### src/rtl/fp_pkg.sv
// Shared definitions for the floating-point add/subtract back end:
// state encoding, format widths and the IEEE-754 single-precision packer.
package fp_pkg;

    typedef enum logic [1:0] {
        IDLE = 2'd0,
        NORM = 2'd1,
        DONE = 2'd2
    } state_t;

    localparam int FP_BIAS = 127;
    localparam int EXP_MAX = 255;
    localparam int MANT_W  = 23;
    localparam int EXP_W   = 8;
    localparam int IEXP_W  = 10;

    function automatic logic [31:0] pack_fp(input logic sign,
                                            input logic [EXP_W-1:0] exp,
                                            input logic [MANT_W-1:0] frac);
        return {sign, exp, frac};
    endfunction

    function automatic logic [31:0] pack_inf(input logic sign);
        return {sign, 8'hFF, 23'h000000};
    endfunction

endpackage

### src/rtl/tc25.sv
// 25-bit two's-complement negation shared by the operand and result converters.
module tc25 (
    input  logic [24:0] a,
    output logic [24:0] y
);

    assign y = (~a) + 25'd1;

endmodule

### src/rtl/fp_norm_pack.sv
// Converts a two's-complement mantissa sum to sign-magnitude, normalises it
// one bit per cycle and packs a single-precision word behind valid/ready.
module fp_norm_pack
    import fp_pkg::*;
(
    input  logic        clk,
    input  logic        rst,
    input  logic        in_valid,
    output logic        in_ready,
    input  logic [24:0] sum,
    input  logic [7:0]  exp_in,
    output logic        out_valid,
    input  logic        out_ready,
    output logic [31:0] result,
    output logic        ovf,
    output logic        unf
);

    state_t      state_r;
    logic        sign_r;
    logic [24:0] mag_r;
    logic [9:0]  exp_r;

    logic [24:0] neg_s;
    logic [24:0] mag_in_s;
    logic [9:0]  exp_inc_s;
    logic [9:0]  exp_dec_s;

    tc25 u_tc25 (
        .a (sum),
        .y (neg_s)
    );

    // -2^24 negates to itself, which reads correctly as an unsigned 2^24.
    assign mag_in_s  = sum[24] ? neg_s : sum;
    assign exp_inc_s = exp_r + 10'd1;
    assign exp_dec_s = exp_r - 10'd1;

    // Control FSM; every output is registered and updated alongside the state.
    always_ff @(posedge clk) begin
        if (rst) begin
            state_r   <= IDLE;
            in_ready  <= 1'b0;
            out_valid <= 1'b0;
            result    <= 32'h0000_0000;
            ovf       <= 1'b0;
            unf       <= 1'b0;
            sign_r    <= 1'b0;
            mag_r     <= 25'd0;
            exp_r     <= 10'd0;
        end else begin
            case (state_r)
                IDLE: begin
                    in_ready <= 1'b1;
                    if (in_valid && in_ready) begin
                        sign_r   <= sum[24];
                        mag_r    <= mag_in_s;
                        exp_r    <= {2'b00, exp_in};
                        in_ready <= 1'b0;
                        state_r  <= NORM;
                    end
                end
                NORM: begin
                    if (mag_r == 25'd0) begin
                        result    <= 32'h0000_0000;
                        ovf       <= 1'b0;
                        unf       <= 1'b0;
                        out_valid <= 1'b1;
                        state_r   <= DONE;
                    end else if (mag_r[24]) begin
                        // Carry out of the adder: one right shift always restores bit 23.
                        mag_r     <= mag_r >> 1;
                        exp_r     <= exp_inc_s;
                        unf       <= 1'b0;
                        out_valid <= 1'b1;
                        state_r   <= DONE;
                        if (exp_inc_s >= 10'd255) begin
                            result <= pack_inf(sign_r);
                            ovf    <= 1'b1;
                        end else begin
                            result <= pack_fp(sign_r, exp_inc_s[7:0], mag_r[23:1]);
                            ovf    <= 1'b0;
                        end
                    end else if (mag_r[23]) begin
                        out_valid <= 1'b1;
                        state_r   <= DONE;
                        if (exp_r >= 10'd255) begin
                            result <= pack_inf(sign_r);
                            ovf    <= 1'b1;
                            unf    <= 1'b0;
                        end else if (exp_r == 10'd0) begin
                            result <= pack_fp(sign_r, 8'h00, 23'h000000);
                            ovf    <= 1'b0;
                            unf    <= 1'b1;
                        end else begin
                            result <= pack_fp(sign_r, exp_r[7:0], mag_r[22:0]);
                            ovf    <= 1'b0;
                            unf    <= 1'b0;
                        end
                    end else if (exp_r <= 10'd1) begin
                        result    <= pack_fp(sign_r, 8'h00, 23'h000000);
                        ovf       <= 1'b0;
                        unf       <= 1'b1;
                        out_valid <= 1'b1;
                        state_r   <= DONE;
                    end else begin
                        mag_r <= mag_r << 1;
                        exp_r <= exp_dec_s;
                    end
                end
                DONE: begin
                    if (out_ready) begin
                        out_valid <= 1'b0;
                        in_ready  <= 1'b1;
                        state_r   <= IDLE;
                    end else begin
                        out_valid <= 1'b1;
                    end
                end
                default: begin
                    state_r   <= IDLE;
                    in_ready  <= 1'b0;
                    out_valid <= 1'b0;
                end
            endcase
        end
    end

endmodule

### config.mk
export PLATFORM = sky130hd
export DESIGN_NAME = fp_norm_pack
export DESIGN_NICKNAME = d
export VERILOG_FILES = /design/src/rtl/fp_pkg.sv /design/src/rtl/tc25.sv /design/src/rtl/fp_norm_pack.sv
export SDC_FILE = /design/constraint.sdc
export NUM_CORES = 1
export LEC_CHECK = 0
export ABC_AREA = 1
export CAP_MARGIN = 10
export CORE_AREA = 2 2 76 132
export CTS_CLUSTER_SIZE = 10
export DETAILED_ROUTE_END_ITERATION = 7
export DIE_AREA = 0 0 78 134
export GPL_TIMING_DRIVEN = 0
export HOLD_SLACK_MARGIN = 0.05
export MAX_ROUTING_LAYER = met4
export PLACE_DENSITY = 0.84
export REMOVE_ABC_BUFFERS = 1
export SYNTH_ARGS = -nofsm -noshare
export SYNTH_HDL_FRONTEND = slang
export SYNTH_SLANG_ARGS = --single-unit
export TNS_END_PERCENT = 10
### constraint.sdc
create_clock -name clk -period 4.6 [get_ports clk]
set_clock_uncertainty 0.1 [all_clocks]
set_input_delay 0.46 -clock clk [delete_from_list [all_inputs] [get_ports clk]]
set_output_delay 0.46 -clock clk [all_outputs]
set_load 0.005 [all_outputs]
==> metrics.cfg <==
[run_status]
status=finished clean

[clock_tree]
tritoncts=yes
root_buffer=clkbuf_16
numClockSinks=74
numCtsBuffers=9
postCtsSetupBuffers=0
cts_resized=0
clk_latency_ps=340
htree_levels=3
hold_buffers=0
clk_pin_slew_ps=60
clockBufferDepth=2

[layout]
area_growth_pct=18.2
mostFrequentLayoutCells=nand2_1 (303), nor2_1 (99), dfxtp_1 (74), inv_1 (73), clkdlybuf4s50_1 (71)
final_common_cell=nand2_1
diodes=0
nNetsFinal=999
final_util=0.692
final_cells=1080
final_layout_size_suffix_gt1_frac=0.0783

[route]
wirelength_mm=15.3
firstDrtPassIters=5
drtIter0Drc=484
routedWlPerCell_um=14.2
vias_per_cell=5.63
num_vias=6075
drc=0
antenna_left=0

[run]
max-cap-violations=0

[global_route]
grt_util_met2=0.545
grt_max_degree=50
busiest_layer=met2
grt_pass1_wl_mm=25.4
grtUsageMet3=0.0471
grt_pass1_vias=5650
grt.total_usage=0.308
antenna_found_initial=0
met1_usage=0.327
grt.overflow.total=0

[logic_synthesis]
ys_seq_area_frac=0.269
synth_warnings=0
synthesis.area_um2=5510
syn-instance-count=917
synth_seq_cells=74
synthFlopType=dfxtp_1
avgSynthCellArea_um2=6.00
ys_types=39
synth_edf_count=0
synthArstFlopShare=0

[sta]
setup_violations=0
fmax_mhz=254
rsz0062_at_grt=false
finalCriticalPeriod_ps=3930
period_share=0.855
hold_viol_final=0
slew_violations=0
worstMarginPinSlew_ps=1010
relSlewSlack=0.329

[setup_path]
cpPeakStageDelay_ps=770
crit_buf_inv=3
critPathMaxFanout=49
cp_cell_sequence=inv_1 -> ha_2 -> inv_2 -> a21oi_1 -> nand3_4 -> inv_2 -> o21ai_0 -> nor2_1
worstPathArrival_ps=4110
path_class=reg2reg
required_ps=4770
path_common_cell=inv_2
worstSetupEndpointType=flip-flop
startpoint_type=flip-flop
cp_top_family=buffers and inverters
cp_slowest_cell=ha_2

[floorplanning]
die_y_um=134
initial_core_util=0.585
die_area_um2=10500
core-area_um2=9410
num_io_pins=73
num_rows=47
die_x_um=78

[place]
dp_hpwl_mm=10.5
place_inst=1064
numPortBuffers=72
place_congestion=0.899

[power_and_ir_drop]
ir_drop_mv=0.302
total_power_mw=3.40
powerDensity_nw_per_um2=522
power_leakage_nw=2.74

[worst_hold_path]
worstHoldPathType=in2reg

==> Yosys cell counts, types with 3 or more instances <==
cell	n	area (µm²)
a21oi_2	20	175
o211ai_1	5	37.5
nand3_2	3	30.0
nor2_4	4	45.0
dfxtp_1	74	1480
nand3b_1	26	195
a21oi_1	59	295
o21ai_1	13	65.1
nor3_1	8	40.0
a21boi_0	5	37.5
buf_2	13	65.1
inv_2	11	41.3
buf_4	7	52.6
ha_1	9	113
nand3_1	51	255
nor2_1	99	372
inv_1	73	274
clkbuf_1	21	78.8
nand4_1	15	93.8
nand2_2	8	50.1
o21ai_0	58	290
nand2_1	303	1140
buf_6	5	56.3
xor2_1	6	52.6
buf_1	3	11.3
==> layout make-up <==
type | count | area, µm²
tap | 122 | 153
sequential | 74 | 1480
fill | 846 | 2900
timing repair buffer | 74 | 763
clock buffer | 12 | 267
clock inverter | 4 | 72.6
inverter | 85 | 322
multi-input combinational | 709 | 3450
==> kinds of logic after synthesis <==
group                      after synthesis  share of synthesized area
and+or+nand+nor                        526                      0.421
AOI/OAI and AO/OA                      167                      0.172
buffers and inverters                  134                      0.106
DFF                                     74                      0.269
adders and majority gates                9                     0.0205
xor gates and xnor gates                 7                     0.0111
==> per-layer routing <==
metal	up-vias	routed length (µm)
li1	3032	-
met1	2746	5870
met2	242	8000
met3	55	879
met4	0	569
met5	-	0
==> final timing paths <==
path              start         to  slack, ps  depth (start not counted)
max reg2reg  state_r[1]   mag_r[6]        670                          8
min reg2reg         ovf        ovf        360                          2
max          state_r[1]   mag_r[6]        670                          8
min                 rst  result[3]        260                          2
==> through the flow <==
step | setup slack (ps) | cell area (µm²) | hold slack, ps | setup TNS [ps]
finish | 665 | 6510 | 256 | 0
global route | 404 | 6510 | 264 | 0
CTS | 307 | 6500 | 253 | 0
detailed placement | 367 | 6160 | 343 | 0
global placement | -394 | 6120 | 337 | -6420
floorplan | 1320 | 5240 | 326 | 0
==> power breakdown <==
| group | total (mW) | switching [mW] | internal, mW |
|---|---|---|---|
| Clock | 0.794 | 0.276 | 0.518 |
| Combinational | 1.66 | 1.13 | 0.531 |
| Sequential | 0.943 | 0.168 | 0.774 |
| Total | 3.40 | 1.57 | 1.82 |
==> flip-flops by register name, indices dropped and copies added (netlist names) <==
register and cells:
mag_r 25, ovf 1, exp_r 10, unf 1
result 32, state_r 2, out_valid 1, in_ready 1
sign_r 1
Power figures use the tool's default switching activity.
==> RTL edit: new RTL, config.mk and constraints unchanged <==
Re-encode `state_t` (3 states) as one-hot, 3 bits wide.
--- a/src/rtl/fp_pkg.sv
+++ b/src/rtl/fp_pkg.sv
@@ -3,8 +3,8 @@
 package fp_pkg;
 
-    typedef enum logic [1:0] {
-        IDLE = 2'd0,
-        NORM = 2'd1,
-        DONE = 2'd2
+    typedef enum logic [2:0] {
+        IDLE = 3'b001,
+        NORM = 3'b010,
+        DONE = 3'b100
     } state_t;
 
Check against the original RTL: no difference found for any inputs over 4 cycles, from zero or initial values and one cycle with rst high; so few cycles prove little.
==> RTL edit against the unedited design <==
- sequential cell count increased by 1
- wire length is 2.3% lower
- sequential share of layout area up 1.4 points
- first-iteration DRC count fell by 28%
- worst setup slack worse by 21 ps
- global-route usage fell by 0.97 points
- synthesized area fell by 4.8%
- via count fell by 3.8%
- critical path depth rose by 2
- final area down 4.7%
- critical endpoint is now result[26]
- largest cell class unchanged
- highest routed layer unchanged
Power is not compared: it rests on default switching activity, and its combinational part moved more than twofold at a synthesized area within 25%.
==> RTL edit: results (changes against the unedited design) <==
netlist_top_cells_count: "nand2_1, nor2_1, a21oi_1, dfxtp_1, inv_1"
gp_congestion: 0.974  # +8.3%
drt_wl_total_um: 15000  # -2.3%
numCtsBuffers: 9  # unchanged
num_vias: 5846  # -3.8%
outcome: "complete, no violations"
grt_max_degree: 44  # -12%
cp_max_fo: 36  # -27%
grt_pass1_vias: 5345  # -5.4%
viasPerCell: 5.55  # -1.3%
grt_pass1_wl_um: 24400  # -3.8%
hold_path.class: "reg -> reg"
ys_seq_area_frac: 0.286  # +0.0174
cp.arrival_ps: 4040  # -70 ps
max-slew-margin-rel: 0.222  # -0.107
fill_cells: 874  # +3.3%
slew_viol_final: 0  # unchanged
antenna_found_initial: 0  # unchanged
dp.cells: 1037  # -2.5%
drive_gt1_frac: 0.0494  # -0.0289
hpwl_um: 10300  # -1.8%
synth_cells: 888  # -3.2%
drtIter0Drc: 348  # -28%
ff2ff_path_depth: 10  # +2
grt_usage: 0.298  # -0.00971
dp_slack_ps: 760  # +393 ps
synth_cell_types: 33  # -15%
portBuffers: 72  # unchanged
synth_area_leaders: "dfxtp_1, nand2_1, nor2_1"
final_nets: 969  # -3.0%
-- RTL edit: path summary, 6_finish.rpt --
kind	slack, ps	from	end
setup / recovery	640	exp_r[0]	result[26]
hold / removal	360	result[8]	result[8]
hold reg to reg	360	result[8]	result[8]
setup reg to reg	640	exp_r[0]	result[26]
-- RTL edit: power groups by stage --
stage	combinational, uW	sequential, uW	clock, uW
2_1_floorplan	314	754	0
3_3_place_gp	449	775	0
3_5_place_dp	466	769	0
4_1_cts	472	755	771
5_1_grt	534	765	792
6_report	479	758	765
-- RTL edit: metrics by stage --
step	cell area, sq um	total power [uW]	hold slack (ps)
after floorplan	4960	1070	351
after global placement	5840	1220	351
after detailed placement	5890	1240	355
after CTS	6200	2000	365
after global routing	6200	2090	386
final	6200	2000	363
-- RTL edit: final cells by class --
type,instances,area [sq um],area share
clock buffers,10,229,0.0369
flip-flops and latches,75,1500,0.242
clock inverters,6,87.6,0.0141
repair buffers,75,766,0.123
multi-input cells,694,3200,0.516
inverters,71,268,0.0432
well taps,122,153,0.0246
-- RTL edit: kinds of logic after synthesis --
| logic type | after synthesis | share of synthesized area |
|---|---|---|
| adders and majority gates | 6 | 0.0143 |
| buffers and inverters | 119 | 0.104 |
| xor gates and xnor gates | 8 | 0.0134 |
| AOI/OAI and AO/OA | 162 | 0.161 |
| and+or+nand+nor | 518 | 0.420 |
| DFF | 75 | 0.286 |
-- RTL edit: layer usage --
layer,global-route usage,share of wire
met3,0.0485,0.055
met1,0.316,0.38
met5,-,0
met2,0.517,0.52
met4,0.173,0.049
-- RTL edit: critical path: stages, from the launching register on --
cell and delay, ps:
dfxtp_1 510, inv_1 250, ha_1 350, nor2_1 220, nor3_4 80, nor2_4 400
nand2_2 260, nand2_2 620, clkinv_2 540, nand2_2 340, a21oi_1 110
